<file path="src/rtl/ir_debounce.sv">
// rtl/ir_debounce.sv - two-channel IR sensor synchroniser, debouncer and rising-edge counter
module ir_debounce #(
   parameter int DEB_CYCLES = 120000
) (
   input  logic       CLK,
   input  logic       RSTN,
   input  logic       D13,
   input  logic       D12,
   input  logic       CLR,
   output logic       LED0,
   output logic       LED1,
   output logic       RISE0,
   output logic       RISE1,
   output logic       FALL0,
   output logic       FALL1,
   output logic [7:0] CNT0,
   output logic [7:0] CNT1
);

   // Debounce counter only needs to reach DEB_CYCLES-1; keep at least one bit.
   localparam int DW = (DEB_CYCLES > 1) ? $clog2(DEB_CYCLES) : 1;
   localparam logic [DW-1:0] DC_MAX = DW'(DEB_CYCLES - 1);

   // Bit 0 is channel 0 (D13), bit 1 is channel 1 (D12).
   logic [1:0]          raw;
   logic [1:0]          s1;
   logic [1:0]          s2;
   logic [1:0]          st;
   logic [1:0]          rise;
   logic [1:0]          fall;
   logic [1:0]          accept;
   logic [1:0][DW-1:0]  dc;
   logic [1:0][7:0]     cnt;

   assign raw = {D12, D13};

   // A channel accepts its synchronised level once it has disagreed with st for DEB_CYCLES edges.
   always_comb begin
      accept = '0;
      for (int i = 0; i < 2; i++) begin
         accept[i] = (s2[i] != st[i]) && (dc[i] == DC_MAX);
      end
   end

   // Synchronise, debounce, emit one-cycle edge pulses and count accepted rising edges.
   always_ff @(posedge CLK or negedge RSTN) begin
      if (!RSTN) begin
         s1   <= '0;
         s2   <= '0;
         st   <= '0;
         rise <= '0;
         fall <= '0;
         dc   <= '0;
         cnt  <= '0;
      end else begin
         s1 <= raw;
         s2 <= s1;
         for (int i = 0; i < 2; i++) begin
            rise[i] <= 1'b0;
            fall[i] <= 1'b0;
            if (s2[i] == st[i]) begin
               // Any return to the stable level discards the partial mismatch run.
               dc[i] <= '0;
            end else if (!accept[i]) begin
               dc[i] <= dc[i] + 1'b1;
            end else begin
               st[i]   <= s2[i];
               dc[i]   <= '0;
               rise[i] <= s2[i];
               fall[i] <= ~s2[i];
            end
            // Clear takes priority over a rising edge accepted on the same edge.
            if (CLR) begin
               cnt[i] <= '0;
            end else if (accept[i] && s2[i]) begin
               cnt[i] <= cnt[i] + 8'd1;
            end
         end
      end
   end

   assign LED0  = st[0];
   assign LED1  = st[1];
   assign RISE0 = rise[0];
   assign RISE1 = rise[1];
   assign FALL0 = fall[0];
   assign FALL1 = fall[1];
   assign CNT0  = cnt[0];
   assign CNT1  = cnt[1];

endmodule

</file>
<file path="config.mk">
export PLATFORM = sky130hd
export DESIGN_NAME = ir_debounce
export DESIGN_NICKNAME = d
export VERILOG_FILES = /design/src/rtl/ir_debounce.sv
export SDC_FILE = /design/constraint.sdc
export NUM_CORES = 1
export LEC_CHECK = 0
export CAP_MARGIN = 20
export CORE_MARGIN = 2
export CORE_UTILIZATION = 43
export CTS_CLUSTER_DIAMETER = 30
export DETAILED_ROUTE_END_ITERATION = 8
export DONT_BUFFER_PORTS = 1
export HOLD_SLACK_MARGIN = 0.15
export PLACE_DENSITY_LB_ADDON = 0.2
export SLEW_MARGIN = 25
export SYNTH_ARGS = -nofsm -noshare
export SYNTH_HDL_FRONTEND = slang
export SYNTH_SLANG_ARGS = --single-unit
</file>
<file path="constraint.sdc">
create_clock -name CLK -period 4 [get_ports CLK]
set_input_delay 0.8 -clock CLK [delete_from_list [all_inputs] [get_ports CLK]]
set_output_delay 0.8 -clock CLK [all_outputs]
set_load 0.02 [all_outputs]
</file>
# After elaboration in Yosys (flattened, before gate mapping)
# Cells that the tools add are included.
dict set report totals {
  output_inout_bits 22
  reg_bits 60
  word_cells 48
  in_bits 5
}
dict set report op_classes {
  n_mux 16
  bitwise 4
  n_reduce_logical 8
  addsub 4
  eq_ne 6
}
# operator n
set op_table {}
lappend op_table {{$mux 17} 4}
lappend op_table {{$add 17x1->17 const B} 2}
lappend op_table {{$eq 17x17->1 const B} 2}
lappend op_table {{$mux 8} 4}
lappend op_table {{$add 8x1->8 const B} 2}
lappend op_table {{$mux 1} 8}
lappend op_table {{$logic_and 1x1->1} 4}
lappend op_table {{$not 1->1} 4}
lappend op_table {{$reduce_and 2->1} 2}
lappend op_table {{$reduce_bool 2->1} 2}
lappend op_table {{$eq 1x1->1} 2}
lappend op_table {{$ne 1x1->1} 2}

# Logic depth before layout (Yosys ltp)
dict set report depth {
  ltp_word 5
  mapped_depth 7
  ltp_nobuf 5
}

# Worst setup path after synthesis
# Ideal clock, no wire load.
dict set report synth_timing {
  path_type {reg2reg}
  start {register dc[17] (netlist bit)}
  end {register cnt, in the netlist CNT1[7]}
  setup_time_ns 0.078
  path_buffers 1
  path_slack_ns 2.186
  arrival_time_ns 1.736
  path_stages_with_launch 7
  synth_period_minus_slack_ns 1.814
  required_ns 3.922
  path_cell_list {dfrtp_1 > ha_1 > and4_4 > nand4_2 > buf_6 > or4_1 > a21oi_1}
}
dict set report synth_between {
  elab_chain_len 4
}
# element line_no
set synth_lines {}
lappend synth_lines {{start, declared} 32} ;# logic [1:0][DW-1:0] dc;
lappend synth_lines {{start signal, assigned by index} 65} ;# dc[i] <= dc[i] + 1'b1;
lappend synth_lines {{$eq 17x17->1} 41} ;# accept[i] = (s2[i] != st[i]) && (dc[i] == DC_MAX);
lappend synth_lines {{$logic_and 1x1->1} 41}
lappend synth_lines {{$logic_and 1x1->1} 75} ;# end else if (accept[i] && s2[i]) begin
lappend synth_lines {{$reduce_bool 2->1 (no source line)} --}
lappend synth_lines {{end signal, assigned by index} 76} ;# cnt[i] <= cnt[i] + 8'd1;
lappend synth_lines {{end, declared} 33} ;# logic [1:0][7:0] cnt;
# No other way between the ends.
# A chain may end at the register's enable or synchronous reset.

# Worst setup path in the final report
dict set report layout_timing {
  start {register dc[0] (netlist bit)}
  end {register cnt, in the netlist CNT0[6]}
}
# Same word-level chain as after synthesis.

==> results.json <==
{
  "synth.ff_latch_count": 60,
  "clk_latency_ns": 0.34,
  "slew-limit-headroom_pct": 63.1,
  "hold_class": "in2async",
  "use_met2_pct": 23.7,
  "antenna_found_initial": 0,
  "initial_core_util_pct": 44.6,
  "layout.cells.most_common": "sky130_fd_sc_hd__dfrtp_1",
  "number_of_detailed_routing_iterations_run_before_antenna_repair": 4,
  "drt-total-wl_mm": 5.31,
  "timing_worst_setup_path_type": "reg2reg",
  "synth_area_um2": 2850,
  "final_nets": 290,
  "via_per_inst": 5.72,
  "endpoint_kind": "register",
  "num_io_pins": 27,
  "crit_path_start_kind": "register",
  "tritoncts": "yes",
  "multi_input_area_um2": 1270,
  "tritoncts_num_sinks": 60,
  "most-common-layout-cells": "sky130_fd_sc_hd__dfrtp_1, sky130_fd_sc_hd__nor2_1, sky130_fd_sc_hd__xnor2_1, sky130_fd_sc_hd__nand2_1, sky130_fd_sc_hd__a21oi_1",
  "grt_max_degree": 61,
  "final_max_slew_viol_count": 0,
  "arrival_time_reported_for_the_critical_path_endpoint_ns": 2.48,
  "post_drt_wl_per_cell_um": 14.7,
  "clock_skew_ns": 0.0103,
  "hold_violations_final": 0,
  "ys_warn_count": 0,
  "run_status": "finished, final reports clean",
  "maxCapViolations": 0,
  "fin_worst_hold_slack_ns": 0.314,
  "insertedDiodeCount": 0,
  "clk_slew_on_worst_s_h_paths_ns": 0.07,
  "postCtsResizedCells": 0,
  "areaGrowthSynthToFinish_pct": 9.44,
  "setup_repair_after_global_routing_missed_its_margin": "false",
  "timing.reg2reg.setup_slack_ns": 1.79,
  "m3_gr_usage_pct": 5.84,
  "placeableCoreArea_um2": 6390,
  "postSynthCellCount": 278,
  "largest_fanout_on_the_critical_path": 19,
  "place_hpwl_mm": 3.50,
  "post_route_cells_drive_above_1_share_pct": 9.12,
  "setup-tns-final_ns": 0,
  "clockRootBuffer": "sky130_fd_sc_hd__clkbuf_8",
  "grt_most_used_layer": "met2",
  "floorplan.die_area_um2": 7300,
  "worst_r2r_path_depth": 5,
  "routed-via-count": 2070,
  "numPortBuffers": 0,
  "cts-buffers-inserted": 9,
  "worst_ir_drop_vdd_v": 0.000252,
  "clock_path_buffers": 2,
  "ant_nets": 0,
  "fillerInstances": 586,
  "p_per_area_nw_per_um2": 380,
  "timing.fmax_mhz": 452,
  "drcViolationCount": 0,
  "wire_length_of_the_first_global_routing_pass_mm": 9.23,
  "worst_pin_slew_ns": 0.548,
  "avgSynthCellArea_um2": 10.3,
  "timing.critical_path.required_ns": 4.27,
  "total_overflow_reported_by_the_global_router": 0,
  "die-height_um": 85.4,
  "total_leakage_power_nw": 1.24,
  "fp-row-count": 29,
  "fin_crit_ns": 2.21,
  "h-tree-depth": 3,
  "reg2reg_from": "dc[0]",
  "drt-initial-drc-count": 107,
  "die_wd_um": 85.4,
  "grt_util_all_layers_pct": 16.2,
  "min_period_over_period_pct": 55.3,
  "total_power_w": 0.00118,
  "worstReg2RegEnd": "CNT0[6]",
  "synth_sequential_area_ratio_pct": 52.7,
  "first_global_vias": 1976,
  "seq_area_um2": 1500,
  "setup-violations-final": 0,
  "gr-usage-met1_pct": 21.1,
  "post_synth_num_cell_types": 33,
  "place_congestion": 0.790,
  "mapped_nets": 287
}
kinds of logic (layout without fill, tap and decap cells):
kind of cell             Yosys count  in the layout  synth area share [%]
multiplexers                       3              3                  1.14
buffers and inverters             17             24                  2.63
flip-flops                        60             60                  52.7
XOR/XNOR                          29             29                  8.91
adder cells (fa/ha/maj)            4              4                  1.76
AO/OA/AOI/OAI                     32             32                  6.72
AND/OR/NAND/NOR                  133            133                  26.2
repair_timing:
item	CTS	global route
setup endpoints to repair	0	0
buffers inserted	0	0
endpoints found under the hold margin	60	0
hold buffers	1	0
sequential cells by signal (all words and copies together), names as in the netlist:
name and count:
dc 34, CNT0 8, CNT1 8, fall 2, rise 2, s1 2
s2 2, st 2
worst max-delay path by stage:
| stage | start | endpoint | slack, ns | cells after the start |
|---|---|---|---|---|
| 2_1_floorplan | dc[17] | CNT1[7] | 2.19 | 6 |
| 3_5_place_dp | dc[0] | dc[4] | 1.80 | 5 |
| 3_3_place_gp | dc[0] | dc[5] | 1.81 | 5 |
| 5_1_grt | dc[0] | dc[7] | 1.57 | 5 |
| 6_report | dc[0] | CNT0[6] | 1.79 | 5 |
| 4_1_cts | dc[0] | CNT0[6] | 1.79 | 5 |
routing by layer:
| metal | share of wire, % | vias to the layer above | wire length, µm |
|---|---|---|---|
| li1 | - | 1004 | - |
| met4 | 1.9 | 0 | 101 |
| met2 | 46 | 36 | 2440 |
| met3 | 6.0 | 8 | 321 |
| met5 | 0 | - | 0 |
| met1 | 46 | 1022 | 2450 |
critical path: stages, from the launching register on:
cell	delay, ns
sky130_fd_sc_hd__dfrtp_1	0.41
sky130_fd_sc_hd__ha_1	0.26
sky130_fd_sc_hd__and4_1	0.29
sky130_fd_sc_hd__nand4_2	0.40
sky130_fd_sc_hd__or4_1	0.62
sky130_fd_sc_hd__a21oi_1	0.16
per-stage QoR:
stage	cell area (µm²)	util (%)	setup WS, ns	instances
floorplan	2850	-	2.19	278
global placement	2900	45.4	1.81	346
detailed placement	2900	45.4	1.80	346
CTS	3120	48.8	1.79	362
global route	3120	48.8	1.57	362
finish	3120	48.8	1.79	362
synth_stat cells (all sizes together):
library cell	number	area share, %
and2	1	0.22
nor4	10	2.2
mux2	2	0.79
and4bb	2	0.88
nor4b	2	1.1
dfrtp	60	53
xor2	8	2.5
nor3	7	1.2
nand4b	1	0.31
mux2i	1	0.35
nand2b	6	1.3
a31o	1	0.31
or4	11	2.9
o21ai	4	0.70
nand2	17	2.2
nor2	37	4.9
nor2b	1	0.22
and3	2	0.44
a21oi	16	2.8
nand4	17	4.2
xnor2	21	6.5
clkbuf	5	0.66
or3	4	0.88
inv	8	1.1
ha	4	1.8
nand3	11	1.9
o31ai	11	2.9
and4	4	1.3
buf	4	0.92
final cells by class:
type / instances / area share, %
inverter: 8 / 0.963
tap: 77 / 3.09
sequential: 60 / 48.1
clock inverter: 5 / 1.68
timing repair buffer: 1 / 0.882
clock buffer: 10 / 4.41
multi-input combinational: 201 / 40.8
report_power, final:
part           internal, W  switching (W)  total (W)
clock network     0.000297       0.000231   0.000529
logic           0.00000917      0.0000240  0.0000331
registers         0.000614     0.00000821   0.000622
Note: power is estimated with default switching activity, not from simulation.
